$ cat src/rtl/morse_pkg.sv
// Shared definitions for the Morse player: symbol codes, code geometry,
// duration counter width and the player state encoding.
package morse_pkg;

  localparam int CODE_W    = 10;  // five 2-bit symbols, MSB first
  localparam int SYM_COUNT = 5;   // symbols held in one code word
  localparam int TIMER_W   = 26;  // duration down-counter width

  localparam logic [1:0] SYM_DOT  = 2'b10;
  localparam logic [1:0] SYM_DASH = 2'b11;
  localparam logic [1:0] SYM_END  = 2'b00;  // 01 is also treated as a terminator

  typedef enum logic [2:0] {
    ST_IDLE   = 3'd0,
    ST_FETCH  = 3'd1,
    ST_ON     = 3'd2,
    ST_GAP    = 3'd3,
    ST_FINISH = 3'd4
  } state_t;

endpackage

$ cat src/rtl/morse_player_if.sv
// Request/status bundle for the Morse player.
//   start     : request to play morseCode (honoured only while idle)
//   morseCode : five 2-bit symbols, MSB first
//   lampOut   : high while a dot or dash is sounding
//   busy      : high whenever the player is not idle
//   done      : one-cycle pulse when playback completes
// master = requester side, slave = player side.
interface morse_player_if;

  logic                        start;
  logic [morse_pkg::CODE_W-1:0] morseCode;
  logic                        lampOut;
  logic                        busy;
  logic                        done;

  modport master (output start, morseCode, input lampOut, busy, done);
  modport slave  (input start, morseCode, output lampOut, busy, done);

endinterface

$ cat src/rtl/morse_unit_timer.sv
// Duration down-counter for the Morse player.
//   clk     : system clock
//   reset   : synchronous, active-low reset (clears the count)
//   load    : load value into the counter this cycle
//   value   : duration minus one
//   expired : high when the count has reached zero
// The counter holds at zero, so a phase loaded with (N-1) lasts N cycles.
module morse_unit_timer
  import morse_pkg::*;
(
  input  logic               clk,
  input  logic               reset,
  input  logic               load,
  input  logic [TIMER_W-1:0] value,
  output logic               expired
);

  logic [TIMER_W-1:0] count;

  // NOTE: sequential state uses non-blocking assignments so every register
  // samples the pre-edge values of its neighbours, matching the hardware.
  always_ff @(posedge clk) begin
    if (!reset) begin
      count <= '0;
    end else if (load) begin
      count <= value;
    end else if (count != '0) begin
      count <= count - 1'b1;
    end
  end

  assign expired = (count == '0);

endmodule

$ cat src/rtl/morse_player.sv
// Morse code lamp player.
//   clk   : system clock
//   reset : synchronous, active-low reset
//   abort : (only when MORSE_PLAYER_ABORT_EN is defined) drop the current
//           playback and return to idle with no done pulse
//   bus   : morse_player_if slave (start, morseCode in; lampOut, busy, done out)
// A latched code is played symbol by symbol: FETCH decodes the top symbol,
// ON sounds it, GAP separates it from the next, FINISH pulses done.
module morse_player
  import morse_pkg::*;
#(
  parameter int UNIT_CYCLES = 12500000,
  parameter int DASH_UNITS  = 3,
  parameter int GAP_UNITS   = 1
) (
  input  logic           clk,
  input  logic           reset,
`ifdef MORSE_PLAYER_ABORT_EN
  input  logic           abort,
`endif
  morse_player_if.slave  bus
);

  localparam longint DASH_TOTAL = longint'(DASH_UNITS) * longint'(UNIT_CYCLES);
  localparam longint GAP_TOTAL  = longint'(GAP_UNITS) * longint'(UNIT_CYCLES);
  localparam longint TIMER_SPAN = longint'(1) << TIMER_W;

  // Every phase length must fit the 26-bit counter and be at least one cycle.
  if (UNIT_CYCLES < 1 || DASH_UNITS < 1 || GAP_UNITS < 1 ||
      DASH_TOTAL >= TIMER_SPAN || GAP_TOTAL >= TIMER_SPAN) begin : g_bad_params
    $error("morse_player: illegal UNIT_CYCLES/DASH_UNITS/GAP_UNITS");
  end

  localparam logic [TIMER_W-1:0] DOT_LOAD  = TIMER_W'(UNIT_CYCLES - 1);
  localparam logic [TIMER_W-1:0] DASH_LOAD = TIMER_W'(DASH_TOTAL - 1);
  localparam logic [TIMER_W-1:0] GAP_LOAD  = TIMER_W'(GAP_TOTAL - 1);
  localparam logic [2:0]         LAST_SYM  = 3'(SYM_COUNT - 1);

  state_t              state, state_next;
  logic [CODE_W-1:0]   code_reg;
  logic [2:0]          sym_count;
  logic                latch_code, shift_code;
  logic                timer_load, timer_expired;
  logic [TIMER_W-1:0]  timer_value;

  morse_unit_timer u_timer (
    .clk     (clk),
    .reset   (reset),
    .load    (timer_load),
    .value   (timer_value),
    .expired (timer_expired)
  );

  always_ff @(posedge clk) begin
    if (!reset) begin
      // NOTE: the code register and symbol count are cleared on reset so a
      // reset leaves no trace of an abandoned code.
      state     <= ST_IDLE;
      code_reg  <= '0;
      sym_count <= '0;
    end else begin
      state <= state_next;
      if (latch_code) begin
        code_reg  <= bus.morseCode;
        sym_count <= '0;
      end else if (shift_code) begin
        code_reg  <= {code_reg[CODE_W-3:0], 2'b00};
        sym_count <= sym_count + 1'b1;
      end
    end
  end

  always_comb begin
    // NOTE: every output of this block gets a default first, so no path
    // can leave one unassigned and infer a latch.
    state_next  = state;
    latch_code  = 1'b0;
    shift_code  = 1'b0;
    timer_load  = 1'b0;
    timer_value = '0;
    unique case (state)
      ST_IDLE: begin
        if (bus.start) begin
          latch_code = 1'b1;
          state_next = ST_FETCH;
        end
      end
      ST_FETCH: begin
        if (code_reg[CODE_W-1:CODE_W-2] == SYM_DOT) begin
          timer_load  = 1'b1;
          timer_value = DOT_LOAD;
          state_next  = ST_ON;
        end else if (code_reg[CODE_W-1:CODE_W-2] == SYM_DASH) begin
          timer_load  = 1'b1;
          timer_value = DASH_LOAD;
          state_next  = ST_ON;
        end else begin
          state_next = ST_FINISH;
        end
      end
      ST_ON: begin
        if (timer_expired) begin
          timer_load  = 1'b1;
          timer_value = GAP_LOAD;
          state_next  = ST_GAP;
        end
      end
      ST_GAP: begin
        if (timer_expired) begin
          shift_code = 1'b1;
          // sym_count still holds the pre-increment value here.
          state_next = (sym_count == LAST_SYM) ? ST_FINISH : ST_FETCH;
        end
      end
      ST_FINISH: state_next = ST_IDLE;
      default:   state_next = ST_IDLE;
    endcase
`ifdef MORSE_PLAYER_ABORT_EN
    // Abort overrides every other transition outside IDLE.
    if (abort && state != ST_IDLE) begin
      state_next = ST_IDLE;
      latch_code = 1'b0;
      shift_code = 1'b0;
      timer_load = 1'b0;
    end
`endif
  end

  assign bus.lampOut = (state == ST_ON);
  assign bus.busy    = (state != ST_IDLE);
  assign bus.done    = (state == ST_FINISH);

endmodule

$ cat src/flat_wrapper.sv
// flat-port wrapper written by rule: the top's interface ports become plain ports
module morse_player_flat import morse_pkg::*;
#(
  parameter int UNIT_CYCLES = 12500000,
  parameter int DASH_UNITS  = 3,
  parameter int GAP_UNITS   = 1
)
  (clk, reset, bus_start, bus_morseCode, bus_lampOut, bus_busy, bus_done);
  morse_player_if bus_i ();
  input  logic clk;
  input  logic reset;
  input wire logic [$bits(bus_i.start)-1:0] bus_start;
  input wire logic [$bits(bus_i.morseCode)-1:0] bus_morseCode;
  output wire logic [$bits(bus_i.lampOut)-1:0] bus_lampOut;
  output wire logic [$bits(bus_i.busy)-1:0] bus_busy;
  output wire logic [$bits(bus_i.done)-1:0] bus_done;
  assign bus_i.start = bus_start;
  assign bus_i.morseCode = bus_morseCode;
  assign bus_lampOut = bus_i.lampOut;
  assign bus_busy = bus_i.busy;
  assign bus_done = bus_i.done;
  morse_player #(.UNIT_CYCLES(UNIT_CYCLES), .DASH_UNITS(DASH_UNITS), .GAP_UNITS(GAP_UNITS)) u_core (.clk(clk), .reset(reset), .bus(bus_i));
endmodule
$ cat config.mk
export PLATFORM = sky130hd
export DESIGN_NAME = morse_player_flat
export DESIGN_NICKNAME = d
export VERILOG_FILES = /design/src/rtl/morse_pkg.sv /design/src/rtl/morse_player_if.sv /design/src/rtl/morse_unit_timer.sv /design/src/rtl/morse_player.sv /design/src/flat_wrapper.sv
export SDC_FILE = /design/constraint.sdc
export NUM_CORES = 1
export LEC_CHECK = 0
export CORE_ASPECT_RATIO = 0.7
export CORE_UTILIZATION = 52
export DETAILED_ROUTE_END_ITERATION = 12
export GPL_ROUTABILITY_DRIVEN = 0
export MAX_ROUTING_LAYER = met4
export PLACE_DENSITY_LB_ADDON = 0.1
export SYNTH_ARGS = -nofsm -noshare
export SYNTH_HDL_FRONTEND = slang
export SYNTH_SLANG_ARGS = --single-unit
export TNS_END_PERCENT = 50
$ cat constraint.sdc
create_clock -name clk -period 2.45 [get_ports clk]
set_clock_uncertainty 0.2 [all_clocks]
set_input_delay 0.245 -clock clk [delete_from_list [all_inputs] [get_ports clk]]
set_output_delay 0.245 -clock clk [all_outputs]
set_load 0.01 [all_outputs]
* After elaboration in Yosys (flattened, before gate mapping) *
Index checks and enable logic that the tools add are counted.
Widths: inputs -> output; s select.

operators by class
  $add $sub $neg = 2
  equal/unequal tests = 10
  mux-type cells = 22
  bitwise operators = 1
  reduce and logical (&&, ||, !) cells = 8

operators by type and width
  kind                   number
  $mux 26                4
  $pmux 26 s2            1
  $logic_not 26->1       1
  $reduce_bool 26->1     1
  $sub 26x1->26 const B  1
  $mux 24                1
  $mux 10                2
  $mux 3                 6
  $pmux 3 s4             1
  $eq 3x2->1 const B     2
  $eq 3x3->1 const B     2
  $mux 1                 6
  $eq 2x2->1 const B     2
  $ne 2x1->1 const B     2
  $reduce_bool 2->1      2
  $add 3x1->3 const B    1
  $eq 3x1->1 const B     1
  $logic_not 3->1        1
  $reduce_and 3->1       1
  $reduce_bool 3->1      1
  $ne 2x2->1 const B     1
  $pmux 1 s2             1
  $reduce_or 2->1        1
  $not 1->1              1

word-level totals
  register bits = 42
  bits of input ports = 13
  word-level logic and storage cells = 47

* Longest topological paths before layout *
  depth after elaboration = 5
  depth in mapped cells = 9
  depth with buffers taken out = 7

* Cells and area by module *
Synthesis repeated with hierarchy kept, for this count alone.

unflattened totals
  cells, all modules = 284
  area total of the unflattened synthesis = 2338.5 µm²

by module, submodules not included
  module            times used  cells an instance  area each (µm²)  sequential area each (µm²)
  morse_unit_timer  1           189                1526.5           520.5
  morse_player      1           95                 812.0            320.3

* Least setup slack after synthesis *
OpenSTA, ideal clock, no wires.

  kind = flip-flop to flip-flop
  start point = reg u_core.u_timer.count[11]
  end point = reg u_core.u_timer.count[21]
  data arrival time = 2033 ps
  data required time = 2176 ps
  path slack = 143 ps
  cell stages (with the launch flop) = 9
  path buffers = 3
  period minus slack after synthesis = 2307 ps
  cells stage by stage = dfxtp_1 or4_1 buf_2 or2_1 buf_6 nor3_4 a21oi_2 buf_6 a31oi_1

on the way
  cells in the longest elaborated chain, start to end = 4
  elaborated cells on any way between the ends = 10
  classes of those cells = add/sub: 1; mux: 6; reduce/logical: 3

RTL lines
  item                                                   line                    source
  start: declaration                                     morse_unit_timer.sv:18  logic [TIMER_W-1:0] count;
  start signal: assignment                               morse_unit_timer.sv:26  count <= value;
  start signal: assignment                               morse_unit_timer.sv:28  count <= count - 1'b1;
  branches (longest 4 deep; another with $sub 26x1->26)  n/a

Several ways; the timed one is not identified. The select of a mux whose other input is x is not followed.
A chain may end at the register's enable or synchronous reset.

* Worst setup path after layout *
Ends and elaborated chain as after synthesis.

==> reports/qor.csv <==
metric;value;unit
status;complete, no violations;
Num CTS Buffers;5;
fill cell count;306;
largest family of logic cells by synthesized area;simple AND/OR/NAND/NOR gates;
Async SR Flop Fraction;0;%
TritonCTS clock tree;built;
I/O pin total;16;
fin crit share;96.1;%
CP Cell Sequence;or4_1 -> or2_1 -> nor3_4 -> buf_4 -> a21oi_2 -> a31oi_1;
vias per cell;5.77;
class of the worst hold path;flop to flop;
share of post-route cells with drive strength above 1;11.3;%
count of cell types in the netlist;46;
global-route wire length before repair;7.94;mm
Syn-to-layout area delta;17.1;%
CTS Buffer Depth;2;
simple-gate share of the synthesized area;23.8;%
Cell Area, Synth;2090;sq um
post-synthesis xor/xnor area fraction;8.79;%
Yosys top cell by area;dfxtp_1;
Post-CTS Hold Fix Bufs;0;
Crit-path slowest cell;or4_1;
Vert. Die Dim;55.1;um
Tot GR Track Use;26.1;%
ant diodes;0;
max_slew headroom;65.6;%
share of the synthesized area in the top cell type;40.2;%
Post-Syn Nets;265;
initial antenna violation count;0;
vias;1874;
CP startpoint kind;flop;
worst path buffer plus inverter count;1;
final wirelength;4.96;mm
Final Power;3.50;mW
die area;4290;sq um
register area share after synthesis;40.2;%
Cell Pwr Density;1430;nW/um^2
Core Rows;18;
vias in the first global route;1565;
1st-pass router iterations;4;
Root Driver;clkbuf_8;
ys flop type;dfxtp_1;
crit-path max cell delay;0.62;ns
post-route design area;2450;sq um
post-synthesis mux area share;1.43;%
Final WS setup;0.0951;ns
largest net degree at the start of global routing;20;
Die X;77.8;um
# DRC;0;
port bufs;15;
Min Clock Period, post-route;2.35;ns
count leader, synth;dfxtp_1;
Final Core Density;66.4;%
slew at the pin closest to its max-slew limit;0.502;ns
Wirelength per Cell;15.3;um
Cell Count, Final, Fillers Out;325;
Setup TNS;0;ns
Syn Inst Count;249;
largest cells by area after synthesis;dfxtp_1 40%, xnor2_1 7.5%, nand2_1 4.8%;
Critical Setup Path Class;flop to flop;
ANT nets after route;0;
Synth top cells by count;42 x dfxtp_1, 27 x nand2_1, 20 x a21oi_1, 18 x xnor2_1, 16 x nor2_1;
RSZ-0062 raised after global routing;yes;
Core ar.;3690;sq um
Clock Sinks;42;
Worst path top cell family by delay;simple AND/OR/NAND/NOR gates;
CP required;2.47;ns
pre-CTS WS;0.0933;ns
gr ovfl total;0;
Clock Latency Late Sink;0.29;ns
post-synthesis adder-cell area fraction;1.79;%
dpl cells;318;
Post-synth EDFFs;0;
Peak VDD IR;0.842;mV
Layout Nets;291;
Max Slew Vio Count;0;
Max Cap Viol;0;
Largest register FFs;26;
LEAKAGE;0.877;nW
final setup fails;0;
area post-placement;2360;sq um
Worst Path Max Fanout;11;
max frequency;0.425;GHz
CP endpoint kind;flop;
Initial Util;56.7;%
Synth Register Bits;42;
Final Hold Fails;0;
Synth Area in Compound Gates;19.1;%
yosys warns;0;
minimum hold slack;0.269;ns
arrival time at the worst endpoint;2.37;ns
DRT iter0 DRCs;196;
clk slew on worst S/H paths;0.07;ns
DP Wirelength;3.67;mm
post-synthesis average cell area;8.41;sq um
H-tree depth;2;
[where the power goes]
group	switching [mW]	internal [mW]
sequential	0.188	0.878
combinational	1.13	0.878
clock	0.226	0.196
total	1.54	1.95
[cell usage in the layout (no fill, tap or decap), types with 9 or more instances in the layout]
cell | Yosys | layout
nor2_1 | 16 | 15
a31oi_1 | 15 | 15
xnor2_1 | 18 | 18
clkdlybuf4s50_1 | 0 | 15
nand2_1 | 27 | 27
buf_4 | 0 | 17
a21oi_1 | 20 | 20
o21ai_0 | 12 | 12
inv_1 | 9 | 9
dfxtp_1 | 42 | 42
[logic make-up after synthesis]
kind of cell	count (synthesis)
XOR/XNOR	21
buffers and inverters	22
AO/OA/AOI/OAI	64
flip-flops	42
AND/OR/NAND/NOR	94
adder cells (fa/ha/maj)	3
multiplexers	3
[metal layers]
metal / GRT usage, % / up-vias / wire length, um
li1: - / 950 / -
met1: 39.3 / 858 / 2700
met2: 31.7 / 57 / 1850
met3: 5.90 / 9 / 338
met4: 11.0 / 0 / 72
met5: - / - / 0
[repair_timing]
item,CTS,global route
gates resized for setup,0,4
buffers inserted,0,0
endpoints found under the setup margin,0,14
[final cells by class]
cell class / count / area [sq um] / area share (%)
multi-input combinational: 185 / 1160 / 47.3
sequential: 42 / 841 / 34.3
timing repair buffer: 32 / 278 / 11.3
clock buffer: 7 / 76.3 / 3.11
tap: 50 / 62.6 / 2.55
inverter: 9 / 33.8 / 1.38
[worst reg2reg max path, stage by stage, from the launching register on]
cell	delay [ns]
dfxtp_1	0.34
or4_1	0.62
or2_1	0.37
nor3_4	0.23
buf_4	0.18
a21oi_2	0.16
a31oi_1	0.18
[final timing paths]
path | end | startpoint | slack [ns] | cells after the start
setup / recovery | u_core.u_timer.count[21] | u_core.u_timer.count[11] | 0.1 | 6
hold / removal | u_core.code_reg[0] | u_core.code_reg[0] | 0.27 | 2
setup reg to reg | u_core.u_timer.count[21] | u_core.u_timer.count[11] | 0.1 | 6
hold reg to reg | u_core.code_reg[0] | u_core.code_reg[0] | 0.27 | 2
(Power assumes the default switching activity.)
